[src/rtl/clock_rst_seq.sv]
// Post-PLL reset sequencer with per-channel divided clock-enables, running in the clk_pix domain.
// Optional lock-loss event counter (loss_count) when CLOCK_RST_SEQ_LOSS_CNT_EN is defined.
module clock_rst_seq #(
    parameter int CHANNELS    = 2,
    parameter int DIV_W       = 8,
    parameter int SYNC_STAGES = 2,
    parameter int HOLD_CYCLES = 16
) (
    input  logic                      clk_pix,
    input  logic                      rst,
    input  logic                      pll_locked,
    input  logic [CHANNELS*DIV_W-1:0] div,
    input  logic                      lock_lost_clr,
    output logic                      rst_out,
    output logic                      ready,
    output logic [CHANNELS-1:0]       ce,
`ifdef CLOCK_RST_SEQ_LOSS_CNT_EN
    output logic                      lock_lost,
    output logic [7:0]                loss_count
`else
    output logic                      lock_lost
`endif
);

    localparam int HC_W = (HOLD_CYCLES > 1) ? $clog2(HOLD_CYCLES) : 1;

    typedef enum logic [1:0] {S_WAIT_LOCK, S_HOLD, S_RUN} state_t;

    state_t                 r_state;
    state_t                 w_state_nxt;
    logic [SYNC_STAGES-1:0] r_sync;
    logic                   w_lock_s;
    logic [HC_W-1:0]        r_hold;
    logic [HC_W-1:0]        w_hold_nxt;
    logic                   w_loss;
    logic                   r_lock_lost;

    assign w_lock_s = r_sync[SYNC_STAGES-1];

    always_ff @(posedge clk_pix or posedge rst) begin
        if (rst) begin
            r_sync  <= '0;
            r_state <= S_WAIT_LOCK;
            r_hold  <= '0;
        end else begin
            r_sync  <= {r_sync[SYNC_STAGES-2:0], pll_locked};
            r_state <= w_state_nxt;
            r_hold  <= w_hold_nxt;
        end
    end

    // Lock loss is tested before the hold countdown so it always wins.
    always_comb begin
        w_state_nxt = r_state;
        w_hold_nxt  = r_hold;
        w_loss      = 1'b0;
        case (r_state)
            S_WAIT_LOCK: begin
                if (w_lock_s) begin
                    w_state_nxt = S_HOLD;
                    w_hold_nxt  = HC_W'(HOLD_CYCLES - 1);
                end
            end
            S_HOLD: begin
                if (!w_lock_s) begin
                    w_state_nxt = S_WAIT_LOCK;
                    w_loss      = 1'b1;
                end else if (r_hold == '0) begin
                    w_state_nxt = S_RUN;
                end else begin
                    w_hold_nxt = r_hold - 1'b1;
                end
            end
            S_RUN: begin
                if (!w_lock_s) begin
                    w_state_nxt = S_WAIT_LOCK;
                    w_loss      = 1'b1;
                end
            end
            default: w_state_nxt = S_WAIT_LOCK;
        endcase
    end

    assign rst_out = (r_state != S_RUN);
    assign ready   = (r_state == S_RUN);

    always_ff @(posedge clk_pix or posedge rst) begin
        if (rst)
            r_lock_lost <= 1'b0;
        else if (w_loss)
            r_lock_lost <= 1'b1;
        else if (lock_lost_clr)
            r_lock_lost <= 1'b0;
    end

    assign lock_lost = r_lock_lost;

`ifdef CLOCK_RST_SEQ_LOSS_CNT_EN
    logic [7:0] r_loss_cnt;

    always_ff @(posedge clk_pix or posedge rst) begin
        if (rst)
            r_loss_cnt <= 8'd0;
        else if (w_loss) begin
            if (r_loss_cnt != 8'hFF)
                r_loss_cnt <= r_loss_cnt + 8'd1;
        end else if (lock_lost_clr)
            r_loss_cnt <= 8'd0;
    end

    assign loss_count = r_loss_cnt;
`endif

    // Counters sit at 0 until RUN, so every channel pulses on the first ready cycle.
    for (genvar g = 0; g < CHANNELS; g++) begin : g_ch
        logic [DIV_W-1:0] w_div;
        logic [DIV_W-1:0] w_lim;
        logic [DIV_W-1:0] r_cnt;

        assign w_div = div[g*DIV_W +: DIV_W];
        assign w_lim = (w_div == {DIV_W{1'b0}}) ? {DIV_W{1'b0}} : w_div - 1'b1;

        always_ff @(posedge clk_pix or posedge rst) begin
            if (rst)
                r_cnt <= '0;
            else if (r_state != S_RUN)
                r_cnt <= '0;
            else if (r_cnt >= w_lim)
                r_cnt <= '0;
            else
                r_cnt <= r_cnt + 1'b1;
        end

        assign ce[g] = (r_state == S_RUN) && (r_cnt == '0);
    end

endmodule

[config.mk]
export PLATFORM = sky130hd
export DESIGN_NAME = clock_rst_seq
export DESIGN_NICKNAME = d
export VERILOG_FILES = /design/src/rtl/clock_rst_seq.sv
export SDC_FILE = /design/constraint.sdc
export NUM_CORES = 1
export LEC_CHECK = 0
export CORE_ASPECT_RATIO = 0.75
export CORE_UTILIZATION = 60
export DETAILED_ROUTE_END_ITERATION = 6
export DONT_BUFFER_PORTS = 1
export PLACE_DENSITY = 0.72
export SLEW_MARGIN = 25
export SYNTH_ARGS = -nofsm -noshare
export SYNTH_HDL_FRONTEND = slang
export SYNTH_SLANG_ARGS = --single-unit
[constraint.sdc]
create_clock -name clk_pix -period 2.95 [get_ports clk_pix]
set_input_delay 0.59 -clock clk_pix [delete_from_list [all_inputs] [get_ports clk_pix]]
set_output_delay 0.59 -clock clk_pix [all_outputs]
set_load 0.02 [all_outputs]
==> results.md <==
- Core region area: about 3000 um2
- GRT Overall Usage: between 20% and 30%
- Maximum vdd ir drop: 0.000527 V
- P_leak: 0.998 nW
- Synth Area in Simple Gates: roughly 25%
- Vias in the first global route: about 1400
- Adder-Cell Fraction of Synth Area: between 10% and 20%
- Skew-Pair Late Insertion Delay: ~0.27 ns
- Die area: between 3000 and 4000 um2
- Initial antenna violation count: 0
- DRC violations left: 0
- Yosys warns: 0
- Largest net degree at the start of global routing: 26
- Io pins: 25
- Die height: 51.0 um
- Crit path max-delay family: simple AND/OR/NAND/NOR gates
- Clk root buf: clkbuf_8
- Area occupied by multi-input gates: 1220 um2
- Routed WL per cell: approximately 14 um
- CP Cell Sequence: or4_4, or4_4, nor3_2, a21oi_1, ha_1, and4_1, a2111oi_2, o31ai_1, buf_4, nor2_1
- Number of port buffers: 0
- Congestion Overflow GR: 0
- Cell Int Power: roughly 0.00064 W
- Starting DRT DRC Count: 49
- Reg clk slew, reported paths: ~0.090 ns
- Mapped Area: a little under 2000 um2
- Reg area: ~630 um2
- Clk_skew: around 0.0073 ns
- Final min period: between 2 and 3 ns
- FF-to-FF End: r_hold[1]
- Number of flops mapped to enable cells by yosys: 0
- Syn_nets: 260
- Reg2reg setup slack: approximately 0.95 ns
- Vias: ~1500
- Worst path bufs/invs: 1
- CTS tree: done
- Routability cong.: 0.780
- Final setup fails: 0
- Final Cycle Share: between 90% and 100%
- First-pass GRT wire length: just over 6000 um
- Hold Fails Final Rpt: 0
- CTS Buffer Depth: 2
- Critical path peak fanout: 8
- Cell area after layout: around 2100 um2
- Outcome: completed
- Switch Pwr: about 0.00037 W
- Setup_tns: 0 ns
- Seq/Total Area, Yosys: about 33%
- Pre-antenna DRT Iters: 4
- Post_cts resized: 0
- Detail Route Antenna Nets: 0
- Synthesis-stage register bit count: 25
- TritonCTS Buffers: 3
- Post-CTS Hold Buffers: 0
- Synth Area in Compound Gates: 10.7%
- Layout cells sized above 1: 10.6%
- WP data arrival: about 3.0 ns
- Crit path to: g_ch[0].r_cnt[2]
- Combinational share of power: between 30% and 40%
- Reg-to-reg startpoint: r_hold[0]
- Final worst setup slack: ~0.17 ns
- Nets: around 270
- Worst slew margin: between 60% and 70%
- Switch share: a little over a third
- CTS Sinks: 25
- Filler Cells Inserted: 229
- Post-CTS setup buffers: 0
- Vias per inst: about 5.6
- Max incr delay on CP: 0.52 ns
- Post-synthesis xor/xnor area fraction: a little under a tenth
- Unrepaired setup endpoints after global routing: false
- P per Cell Area: about 480 nW/um2
- Total Routed Length: ~3700 um
- Synth cell types: 40
- Worst path depth: 10
- Nature of the critical path endpoint: flip-flop
- Clock Power Share: 20.2%
- Max-slew violation count: 0
- Worst Setup Start Kind: input pin
- Max_cap viols: 0
- Hold WC Path Type: in2async
- Largest family of logic cells by synthesized area: simple AND/OR/NAND/NOR gates
- CP startpoint: div[3]
- Worst EP required: between 3 and 4 ns
- Inserted Diodes: 0
- Initial core utilization: roughly 64%
- Post-Place Setup Slack: -0.172 ns
- Ys flop type: dfrtp_1
- DP Wirelength: 2980 um
- Crit Path Category: in2reg
- H-tree levels: 1
- Rows: 17
- Cell mode on critical path: or4_4
- Seq pwr share: approximately 42%
- Critical path's slowest cell: or4_4
- Placed instance area: ~2000 um2
- Worst hold slack: around 0.22 ns
- Peak Freq: about 0.36 GHz
- Worst slew pin tran: about 0.52 ns
- Mux share of post-synthesis cell area: under 10%
- Avg Cell Area, Syn: between 8 and 9 um2
- Path depth of the worst reg2reg path: 6
- Die W: ~67 um
- Synth-to-Final Area Change: 9.38%
- Ys async rst share: between 90% and 100%
- Cell count after synthesis: approximately 210
how the worst min path moves through the flow:
stage,start,endpoint,slack (ns)
final,rst,r_hold[0],0.22
after global routing,rst,r_hold[1],0.27
after CTS,pll_locked,r_sync[0],0.34
after detailed placement,r_sync[0],r_sync[1],0.34
after global placement,r_sync[0],r_sync[1],0.33
after floorplan,r_sync[0],r_sync[1],0.33
area by class of cell:
class | count | area share [%]
Clock inverter | 1 | 0.357
Tap cell | 38 | 2.26
Multi-Input combinational cell | 167 | 58.1
Inverter | 20 | 3.57
Clock buffer | 3 | 1.97
Sequential cell | 25 | 29.8
Timing Repair Buffer | 11 | 3.93
power by group through the flow:
stage	combinational, W	clock (W)	sequential [W]
floorplan	0.000279	0	0.000423
global placement	0.000353	0	0.000431
detailed placement	0.000372	0	0.000433
CTS	0.000375	0.000208	0.000427
global route	0.000426	0.000221	0.000433
finish	0.000376	0.000203	0.000426
stage by stage:
step                total power (W)  cells  util, %
floorplan                  0.000702    214        -
global placement           0.000785    261     68.1
detailed placement         0.000805    261     68.1
CTS                         0.00101    265     69.8
global route                0.00108    265     70.0
finish                      0.00101    265     70.0
layout by cell type, fill, tap and decap left out, drive strengths merged, types with 4 or more instances in the layout:
cell type	instances
xor2	10
buf	11
nor2	22
xnor2	10
ha	26
nand2	20
dfrtp	25
a21oi	5
o21ai	5
nand2b	4
nor2b	4
nor3b	7
inv	20
nor3	5
nand3	9
cell usage after synthesis (all sizes together), types with 4 or more instances:
cell type  number  area share (%)
inv            20             3.9
xnor2          10             4.6
ha             26              17
nor2b           4             1.3
xor2           10             4.6
nor2           22             4.3
nand2          20             3.9
o21ai           5             1.3
nor3            5             1.6
nor3b           7             2.7
nand3           9             2.3
nand2b          4             1.3
a21oi           5             1.3
dfrtp          25              33
logic make-up (layout without fill, tap and decap cells):
kind of cell / Yosys count / in the layout
XOR/XNOR: 20 / 20
adder cells (fa/ha/maj): 26 / 26
flip-flops: 25 / 25
AND/OR/NAND/NOR: 91 / 91
AO/OA/AOI/OAI: 28 / 28
multiplexers: 2 / 2
buffers and inverters: 22 / 35
state kept, by name (all words and copies together), names as in the netlist:
name / flops
r_hold: 4
g_ch.r_cnt: 16
r_sync: 2
r_state: 2
lock_lost: 1
layer usage:
| metal | up-vias | global-route usage, % | part of all wire [%] |
|---|---|---|---|
| met5 | - | 0 | 0 |
| met4 | 0 | 6.38 | 0.38 |
| met3 | 2 | 4.46 | 4.6 |
| met2 | 33 | 37.0 | 43 |
| met1 | 687 | 35.0 | 52 |
| li1 | 770 | - | - |
worst register-to-register path, stage by stage, from the launching register on:
cell and delay [ns]:
dfrtp_1 0.40, inv_1 0.10, ha_1 0.19, or3b_2 0.48, nand3_1 0.24, mux2_2 0.37
a2bb2oi_1 0.15
Power figures use the tool's default switching activity.
